File: src/rtl/mem_arbiter.sv
// Round-robin arbiter that shares one single-port, word-addressed memory between
// an instruction-fetch port (0, read-only) and a load/store port (1).
module mem_arbiter #(
    parameter int LAT = 1,
    parameter int AW  = 30
) (
    input  logic          clk,
    input  logic          reset,
    input  logic          req0,
    input  logic [31:0]   a0,
    input  logic          req1,
    input  logic [31:0]   a1,
    input  logic          we1,
    input  logic [31:0]   wd1,
    output logic          ack0,
    output logic          ack1,
    output logic [31:0]   rdata,
    output logic          busy,
    output logic          mem_en,
    output logic          mem_we,
    output logic [AW-1:0] mem_a,
    output logic [31:0]   mem_wd,
    input  logic [31:0]   mem_rd
);

    typedef enum logic [1:0] {
        IDLE,
        ISSUE,
        WAIT,
        DONE
    } state_t;

    localparam logic [3:0] CNT_INIT = 4'(LAT - 1);

    state_t     state;
    state_t     state_next;
    logic       port_q;
    logic       we_q;
    logic       last_grant;
    logic [3:0] cnt;
    logic       grant_valid;
    logic       grant_port;
    logic       sample;

    // Byte-offset bits and any bits above the word address are deliberately dropped.
    logic unused_addr;
    assign unused_addr = ^{a0, a1};

    // On contention the port that did not win last time gets the grant.
    always_comb begin
        grant_valid = req0 | req1;
        grant_port  = 1'b0;
        if (req0 && req1) begin
            grant_port = ~last_grant;
        end else if (req1) begin
            grant_port = 1'b1;
        end
    end

    // NOTE: sequential state uses non-blocking assignments so every register
    // samples pre-edge values, independent of process ordering.
    always_ff @(posedge clk or posedge reset) begin
        if (reset) begin
            state <= IDLE;
        end else begin
            state <= state_next;
        end
    end

    // NOTE: every output of this block gets a default first, so no path can infer a latch.
    always_comb begin
        state_next = state;
        sample     = 1'b0;
        ack0       = 1'b0;
        ack1       = 1'b0;
        mem_en     = 1'b0;
        mem_we     = 1'b0;
        busy       = (state != IDLE);
        case (state)
            IDLE: begin
                if (grant_valid) begin
                    state_next = ISSUE;
                end
            end
            ISSUE: begin
                // Strobes are gated by reset so an aborted access disappears at once.
                mem_en = ~reset;
                mem_we = we_q & ~reset;
                if (LAT == 1) begin
                    sample     = 1'b1;
                    state_next = DONE;
                end else begin
                    state_next = WAIT;
                end
            end
            WAIT: begin
                if (cnt == 4'd1) begin
                    sample     = 1'b1;
                    state_next = DONE;
                end
            end
            DONE: begin
                ack0       = ~port_q;
                ack1       = port_q;
                state_next = IDLE;
            end
            default: state_next = IDLE;
        endcase
    end

    always_ff @(posedge clk or posedge reset) begin
        if (reset) begin
            port_q     <= 1'b0;
            we_q       <= 1'b0;
            last_grant <= 1'b1;
            mem_a      <= '0;
            mem_wd     <= '0;
            cnt        <= '0;
            rdata      <= '0;
        end else begin
            if (state == IDLE && grant_valid) begin
                port_q     <= grant_port;
                last_grant <= grant_port;
                we_q       <= grant_port & we1;
                mem_a      <= grant_port ? a1[AW+1:2] : a0[AW+1:2];
                if (grant_port) begin
                    mem_wd <= wd1;
                end
            end

            if (state == ISSUE) begin
                cnt <= CNT_INIT;
            end else if (state == WAIT) begin
                cnt <= cnt - 4'd1;
            end

            // Stores never disturb the last load result.
            if (sample && !we_q) begin
                rdata <= mem_rd;
            end
        end
    end

endmodule

File: config.mk
export PLATFORM = sky130hd
export DESIGN_NAME = mem_arbiter
export DESIGN_NICKNAME = d
export VERILOG_FILES = /design/src/rtl/mem_arbiter.sv
export SDC_FILE = /design/constraint.sdc
export NUM_CORES = 1
export LEC_CHECK = 0
export ABC_AREA = 1
export CORE_MARGIN = 5
export CORE_UTILIZATION = 40
export DETAILED_ROUTE_END_ITERATION = 10
export PLACE_DENSITY = 0.84
export SKIP_LAST_GASP = 1
export SYNTH_ARGS = -nofsm -noshare
export SYNTH_HDL_FRONTEND = slang
export SYNTH_SLANG_ARGS = --single-unit
File: constraint.sdc
create_clock -name clk -period 4.1 [get_ports clk]
set_input_delay 1.025 -clock clk [delete_from_list [all_inputs] [get_ports clk]]
set_output_delay 1.025 -clock clk [all_outputs]
set_load 0.01 [all_outputs]
* Word level (Yosys, flattened, before mapping) *
Index checks and enable logic that the tools add are counted.

word-level totals
  register bits after elaboration = 103

operators by class
  $add $sub $neg = 1
  eq/ne operators = 6
  multiplexer cells = 14
  bitwise gates (word level) = 6
  reduce and logical (&&, ||, !) cells = 9

operator list
  kind                   number
  $mux W30               1
  $mux W4                2
  $pmux W2 S4            1
  $mux W1                7
  $eq A2 B2 Y1 const B   2
  $eq A4 B1 Y1 const B   1
  $mux W2                2
  $ne A2 B2 Y1 const B   2
  $reduce_and A2 Y1      2
  $reduce_bool A2 Y1     2
  $sub A4 B1 Y4 const B  1
  $logic_and A1 B1 Y1    3
  $not A1 Y1             3
  $and A1 B1 Y1          2
  $eq A2 B1 Y1 const B   1
  $logic_not A2 Y1       1
  $pmux W1 S2            1
  $logic_not A1 Y1       1
  $or A1 B1 Y1           1

* Depth between registers and ports, before layout *
Gate-level depths: netlist (run 1).

  word-level depth = 4
  depth in mapped cells = 9

* Worst setup path after synthesis (run 1) *
OpenSTA, ideal clock, no wires.

  kind = input-to-output
  from = input reset
  to = output mem_we
  arrival = 1.326 ns
  slack = 1.749 ns
  cell stages on the path = 1
  buffers on the path = 0
  path through = nor3_1

between the ends
  word-level cells in the longest chain between the ends = 3

ends and longest elaborated chain
  element          line  RTL
  start, declared  8     input logic reset,
  $not A1 Y1       88    mem_we = we_q & ~reset;
  $and A1 B1 Y1    88
  $mux W1          79    case (state)
  end, declared    20    output logic mem_we,

No other way between the ends.

* Final worst setup path (run 1) *
Ends and elaborated chain as after synthesis.

==> impl_metrics.csv, run 1 <==
group,metric,value,unit
yosys,yosysMostFrequentCell,"nand2_1",
grt,grt_pass1_wl,19.6,mm
floorplanning,dieArea,13700,sq um
yosys,yosys.area.top_type,"dfrtp_1",
yosys,synth_edf_count,0,
floorplanning,die_h,117,um
grt,grt_start_max_net_pins,75,
floorplanning,io_pins,232,
critical_path,endpoint_kind,"output pin",
yosys,yosys-top-cells-area,"dfrtp_1 56%, nand2_1 17%, inv_1 6.0%, o211ai_1 4.9%, nand3_1 3.9%",
drt,routedWlPerCell,14.2,um
run,cap_violations,0,
yosys,synth_area,4590,sq um
drt,drt_iter0_drc,223,
layout,nNetsFinal,887,
drt,drc,0,
drt,wl,12.7,mm
timing,final.setup.tns,0,ns
timing,setup_viol,0,
placement,dp_hpwl,9.76,mm
cts,clock_sink_count,103,
cts,cts-root-buf,"clkbuf_16",
layout,drive_above_1_share,3.86,%
timing,rsz0062_at_grt,"false",
yosys,synthDistinctLibCells,25,
critical_path,crit_arrival,2.31,ns
timing,skew,0.00821,ns
drt,dr_total_vias,4217,
yosys,ys_ff_latch,103,
power_and_ir_drop,vdd_drop_max,0.000354,V
yosys,synth_top_area_share,55.6,%
floorplanning,start_util,40.6,%
critical_path,criticalPathCategory,"input pin to output pin",
drt,drtPass1Iterations,4,
placement,io_buffers,227,
layout,num_antenna_cells,0,
grt,track_usage,18.0,%
min_path,min_path_type,"flop to flop",
cts,clk_pin_slew,0.06,ns
timing,slew_violations,0,
status,status,"finished clean",
grt,antenna_found_initial,0,
critical_path,path_cells,"clkdlybuf4s50_1 -> nor3_1 -> clkdlybuf4s50_1",
grt,grt_pass1_vias,4094,
floorplanning,die_w,117,um
yosys,synthCells,536,
yosys,syn_area_per_cell,8.57,sq um
yosys,syn_nets,675,
yosys,synth-seq-area-share,56.1,%
critical_path,path_buf_inv,2,
cts,cts_hold_buf,0,
yosys,ys.flop_type,"dfrtp_1",
critical_path,crit_path_frequent_cell,"clkdlybuf4s50_1",
cts,cts_tree,"yes",
drt,via_per_inst,4.71,
power_and_ir_drop,power_density,721,nW/um^2
placement,pre_cts_ws,0.761,ns
yosys,synth_common_cells,"202 x nand2_1, 102 x dfrtp_1, 74 x inv_1, 36 x nand3_1, 36 x o21ai_0",
placement,placed_area,6880,sq um
timing,worst_slack,0.766,ns
yosys,yosys_warnings,0,
critical_path,slowest_stage,"clkdlybuf4s50_1",
timing,max_freq,0.300,GHz
floorplanning,rows,39,
timing,tightestPinTransition,1.03,ns
cts,clock_latency,0.33,ns
timing,fin_crit_sh,81.3,%
cts,numCtsBuffers,9,
cts,cts_resized,0,
critical_path,crit_family,"buffers and inverters",
critical_path,critPathMaxFanout,3,
timing,finalHoldViolations,0,
layout,design_area,7170,sq um
yosys,async_reset_ff_share,100,%
timing,min_period,3.33,ns
layout,area_growth,56.0,%
power_and_ir_drop,cellLeakagePower,3.55,nW
cts,cts_setup_buffers,0,
cts,cts.path.max_buffers,2,
floorplanning,core_area,11300,sq um
grt,grt_overflow,0,
placement,gp_congestion,0.777,
timing,slew_headroom,31.4,%
cts,htreeDepth,3,
critical_path,required,3.07,ns
critical_path,crit_path_max_incr_delay,0.57,ns
drt,postRouteAntennaNets,0,
critical_path,critPathLaunchType,"input pin",
through the flow:
stage	hold slack (ns)	total power, mW	cells	util [%]
floorplan	0.443	3.12	536	-
finish	0.469	5.17	895	63.3
CTS	0.475	5.23	895	63.3
global placement	0.454	4.27	880	60.8
global route	0.489	5.56	895	63.3
detailed placement	0.460	4.39	880	60.8
cells in the final DEF, fill, tap and decap left out, drive strengths merged:
master         instances
clkdlybuf4s50        227
nand2                204
dfrtp                102
inv                   77
nand3                 37
o21ai                 36
o211ai                30
clkbuf                10
nor2                   8
ha                     6
buf                    3
clkinv                 3
a21oi                  2
nor3                   1
nand4                  1
a31oi                  1
o22ai                  1
bufinv                 1
clkinvlp               1
dfstp                  1
metal layers:
metal	up-vias	track usage, %	wire, um
met5	-	0	0
met4	0	6.88	299
met3	23	4.42	937
met2	141	31.8	6470
met1	1964	21.2	5020
li1	2089	-	-
state kept, by name (all words and copies together), names as in the netlist:
register / cells
last_grant: 1
cnt: 4
mem_wd: 32
state: 2
rdata: 32
mem_a: 30
we_q: 1
port_q: 1
report_power, final:
group          switching, mW  leakage, nW  internal [mW]  total (mW)
combinational           1.29         2.14           1.24        2.53
clock                  0.356        0.139          0.471       0.828
sequential             0.285         1.27           1.52        1.81
total                   1.93         3.55           3.23        5.17
tightest hold or removal path, delay by kind of cell, from the launching register on:
kind          cells  cell delay (ns)
simple gates      2             0.11
flops             1             0.37
kinds of logic after synthesis:
family	share of synthesized area (%)
buf+inv	10.5
flops	56.1
compound gates	9.56
simple gates	22.1
fa+ha+maj	1.63
worst paths after layout:
check,slack (ns),startpoint,to,depth (start not counted)
setup / recovery,0.77,reset,mem_we,3
hold / removal,0.47,last_grant,last_grant,2
setup reg to reg,1.77,state[0],rdata[13],7
hold reg to reg,0.47,last_grant,last_grant,2
max in group asynchronous,2.02,reset,mem_wd[31],3
min in group asynchronous,1.32,reset,rdata[19],2
cell type report:
| class | count | area (sq um) |
|---|---|---|
| clock buffers | 10 | 229 |
| clock inverters | 5 | 60.1 |
| fillers | 956 | 4150 |
| inverters | 77 | 292 |
| multi-input cells | 327 | 1530 |
| flip-flops and latches | 103 | 2580 |
| well taps | 143 | 179 |
| repair buffers | 230 | 2290 |
No activity file was read; power rests on OpenSTA's default activity.
==> inputs of run 2 (changes only) <==
clock period = 3.4 ns   (was 4.1 ns; I/O delays follow)
==> run 2 against run 1 <==
Effect of this change: wire length increased by 5.2%; via count increased by 1.3%; worst setup slack got worse by 0.31 ns; first-iteration DRC count decreased by 5.8%; hold slack improved by 0.0063 ns; sequential power increased by 20%; global-route usage increased by 1.3 points; final cell count increased by 0.11%; critical endpoint unchanged; highest routed layer unchanged.
==> impl_metrics.csv, run 2 (same netlist as run 1, synthesis figures left out) <==
group,metric,value,unit
status,status,"finished clean",
timing,setup_viol,0,
grt,grt_pass1_wl,21.1,mm
cts,cts_setup_buffers,0,
floorplanning,dieArea,13700,sq um
drt,postRouteAntennaNets,0,
floorplanning,start_util,40.6,%
cts,clock_latency,0.34,ns
floorplanning,io_pins,232,
cts,cts_resized,0,
cts,numCtsBuffers,9,
drt,drtPass1Iterations,5,
layout,top_regs,"mem_wd: 32 flops, rdata: 32 flops, mem_a: 30 flops",
critical_path,required,2.55,ns
drt,drt_iter0_drc,210,
layout,nNetsFinal,887,
floorplanning,die_h,117,um
cts,clk_pin_slew,0.07,ns
layout,mostFrequentLayoutCells,"227 x clkdlybuf4s50_1, 201 x nand2_1, 102 x dfrtp_1",
placement,placed_area,6890,sq um
critical_path,critPathLaunchType,"input pin",
timing,final.setup.tns,0,ns
timing,slew_violations,0,
timing,slew_headroom,33.2,%
critical_path,crit_arrival,2.10,ns
critical_path,endpoint_kind,"output pin",
placement,pre_cts_ws,0.433,ns
layout,num_antenna_cells,0,
cts,cts_tree,"yes",
timing,fin_crit_sh,86.7,%
timing,finalHoldViolations,0,
cts,cts-root-buf,"clkbuf_16",
drt,drc,0,
min_path,holdPathStages,2,
drt,routedWlPerCell,14.9,um
cts,cts_hold_buf,0,
layout,fillers,929,
run,cap_violations,0,
power_and_ir_drop,power_density,872,nW/um^2
grt,track_usage,19.3,%
critical_path,criticalPathCategory,"input pin to output pin",
layout,final_common_cell,"clkdlybuf4s50_1",
drt,dr_total_vias,4270,
layout,drive_above_1_share,4.12,%
grt,grt_pass1_vias,4452,
power_and_ir_drop,vdd_drop_max,0.000434,V
power_and_ir_drop,cellLeakagePower,3.55,nW
grt,grt_start_max_net_pins,104,
grt,antenna_found_initial,0,
timing,tightestPinTransition,0.998,ns
timing,min_period,2.95,ns
layout,seqCellArea,2580,sq um
min_path,min_path_type,"flop to flop",
grt,grt_overflow,0,
drt,via_per_inst,4.77,
layout,design_area,7180,sq um
floorplanning,core_area,11300,sq um
floorplanning,die_w,117,um
floorplanning,rows,39,
timing,rsz0062_at_grt,"false",
critical_path,critPathMaxFanout,3,
layout,multi_input_area,1530,sq um
placement,gp_congestion,0.790,
cts,clock_sink_count,103,
cts,htreeDepth,3,
layout,area_growth,56.4,%
cts,cts.path.max_buffers,2,
timing,worst_slack,0.452,ns
power_and_ir_drop,p_total,6.27,mW
placement,dp_hpwl,9.94,mm
critical_path,worstRegToRegCells,7,
drt,wl,13.4,mm
placement,io_buffers,227,
timing,skew,0.00677,ns
timing,max_freq,0.339,GHz
[run 2: routing by layer]
layer	vias up	track usage [%]	wire, um
met5	-	0	0
met4	0	8.72	409
met3	30	5.45	1110
met2	150	33.7	6840
met1	2000	22.0	5020
li1	2090	-	-
[run 2: where the power goes]
| group | switching [mW] | total [mW] | internal, mW |
|---|---|---|---|
| clock network | 0.465 | 0.994 | 0.528 |
| registers | 0.350 | 2.18 | 1.83 |
| logic | 1.59 | 3.09 | 1.50 |
[run 2: through the flow]
step / instances / utilization, % / hold WS (ns)
after global placement: 880 / 60.9 / 0.453
after floorplan: 536 / - / 0.443
after global routing: 896 / 63.5 / 0.489
after detailed placement: 880 / 60.9 / 0.462
after CTS: 896 / 63.5 / 0.475
final: 896 / 63.5 / 0.475
[run 2: final timing paths]
kind	start	to	slack, ns
worst min-delay path	last_grant	last_grant	0.47
worst max-delay path	reset	mem_we	0.45
max in group asynchronous	reset	mem_a[22]	1.89
min in group asynchronous	reset	rdata[25]	1.05
worst min register to register	last_grant	last_grant	0.47
worst max register to register	state[1]	rdata[30]	1.00
[run 2: layout make-up]
class                   instances  area share (%)
flip-flops and latches        103            35.9
repair buffers                230            32.1
multi-input cells             327            21.4
inverters                      77            4.08
clock buffers                  10            3.33
well taps                     143            2.49
clock inverters                 6           0.749
[run 2: worst max-delay path, cell delays in order]
cell             delay, ns
clkdlybuf4s50_1       0.48
nor3_1                0.21
clkdlybuf4s50_1       0.56
==> inputs of run 3 (changes only) <==
GPL_TIMING_DRIVEN = 0   (was unset)
PLACE_DENSITY = 0.8   (was 0.84)
==> run 3 against run 2 <==
Effect of this change: via count up 3.0%; wire length up 1.3%; highest routed layer unchanged; critical path type unchanged; flip-flop and latch count unchanged; total power up 2.4%; global-route usage up 0.065 points; clock power down 4.0%; sequential power about the same; sequential share of layout area down 0.88 points; hold slack worse by 0.012 ns; die area unchanged; largest power group unchanged; final cell count up 3.1%.
==> impl_metrics.csv, run 3 (same netlist as run 1, synthesis figures left out) <==
group,metric,value,unit
floorplanning,rows,39,
min_path,min_path_type,"flop to flop",
grt,track_usage,19.4,%
timing,finalHoldViolations,0,
layout,nNetsFinal,915,
floorplanning,io_pins,232,
timing,max_freq,0.334,GHz
layout,mostFrequentLayoutCells,"227 x clkdlybuf4s50_1, 202 x nand2_1, 102 x dfrtp_1",
timing,setup_viol,0,
cts,clock_sink_count,103,
drt,drtPass1Iterations,5,
timing,skew,0.0107,ns
timing,fin_crit_sh,88.0,%
floorplanning,die_w,117,um
critical_path,endpoint_kind,"output pin",
run,cap_violations,0,
timing,tightestPinTransition,0.714,ns
cts,cts.path.max_buffers,2,
power_and_ir_drop,p_total,6.41,mW
min_path,holdPathEnd,"last_grant",
timing,rsz0062_at_grt,"false",
timing,final.setup.tns,0,ns
layout,fillers,912,
critical_path,critPathMaxFanout,3,
critical_path,required,2.55,ns
drt,dr_total_vias,4399,
power_and_ir_drop,power_density,871,nW/um^2
drt,via_per_inst,4.76,
critical_path,slowest_stage,"clkdlybuf4s50_1",
layout,area_growth,60.3,%
drt,drc,0,
placement,dp_hpwl,10.8,mm
cts,clk_pin_slew,0.06,ns
cts,htreeDepth,3,
cts,numCtsBuffers,9,
grt,antenna_found_initial,0,
cts,clock_latency,0.34,ns
cts,cts_setup_buffers,0,
grt,grt_overflow,0,
floorplanning,die_h,117,um
critical_path,path_cells,"clkdlybuf4s50_1 -> nor3_1 -> clkdlybuf4s50_1",
cts,cts_tree,"yes",
floorplanning,core_area,11300,sq um
status,status,"finished clean",
grt,grt_pass1_vias,4479,
layout,top_regs,"mem_wd: 32 flops, rdata: 32 flops, mem_a: 30 flops",
min_path,holdCritStartpoint,"last_grant",
floorplanning,dieArea,13700,sq um
grt,grt_start_max_net_pins,40,
critical_path,criticalPathCategory,"input pin to output pin",
placement,gp_congestion,0.839,
drt,drt_iter0_drc,179,
critical_path,ff2ff_setup_slack,1.73,ns
drt,wl,13.6,mm
layout,post-route-util,65.1,%
placement,io_buffers,227,
critical_path,reg2reg_to,"rdata[25]",
critical_path,crit_path_frequent_cell,"clkdlybuf4s50_1",
cts,cts_hold_buf,0,
timing,slew_violations,0,
layout,drive_above_1_share,6.91,%
grt,grt_pass1_wl,21.1,mm
power_and_ir_drop,cellLeakagePower,3.66,nW
layout,final_common_cell,"clkdlybuf4s50_1",
timing,slew_headroom,52.3,%
power_and_ir_drop,vdd_drop_max,0.000485,V
critical_path,worstRegToRegCells,9,
critical_path,crit_path_max_incr_delay,0.58,ns
critical_path,critPathLaunchType,"input pin",
cts,cts_resized,0,
critical_path,r2r_start,"state[0]",
floorplanning,start_util,40.6,%
drt,postRouteAntennaNets,0,
min_path,holdPathStages,2,
critical_path,crit_arrival,2.14,ns
timing,timing.hold.ws,0.463,ns
cts,cts-root-buf,"clkbuf_16",
layout,num_antenna_cells,0,
critical_path,critPathLaunch,"reset",
drt,routedWlPerCell,14.7,um
timing,min_period,2.99,ns
run 3: report_power, final:
group | leakage [nW] | internal, mW | total [mW] | switching [mW]
clock network | 0.133 | 0.501 | 0.954 | 0.453
registers | 1.27 | 1.83 | 2.17 | 0.339
logic | 2.26 | 1.66 | 3.29 | 1.63
total | 3.66 | 3.99 | 6.41 | 2.42
run 3: area by class of cell:
class	count	area (sq um)	share of cell area, %
plain buffers	29	194	2.63
flip-flops and latches	103	2580	35.0
repair buffers	229	2310	31.4
multi-input cells	327	1530	20.8
clock buffers	10	229	3.11
clock inverters	6	47.5	0.646
inverters	77	293	3.98
well taps	143	179	2.43
run 3: stage by stage:
step	instances	area (sq um)	setup slack, ns
after global placement	906	7050	0.287
final	924	7360	0.409
after floorplan	536	4600	1.32
after CTS	924	7360	0.404
after detailed placement	908	7090	0.409
after global routing	924	7360	0.302
run 3: routing by layer:
metal / track usage, % / part of all wire, % / vias to the layer above
met1: 24.1 / 39 / 2057
met2: 32.4 / 51 / 164
met4: 7.42 / 2.4 / 0
met3: 5.19 / 8.1 / 29
li1: - / - / 2149
met5: 0 / 0 / -
run 3: critical path: cells and delay by family:
family | cells | cell delay [ns]
and+or+nand+nor | 1 | 0.24
buffers and inverters | 2 | 1.05
run 3: worst max-delay path by stage:
stage                      endpoint  slack, ns
after floorplan              cnt[0]       1.32
after global placement    mem_wd[8]       0.29
after detailed placement     mem_we       0.41
after CTS                    mem_we       0.40
after global routing         mem_we       0.30
final                        mem_we       0.41
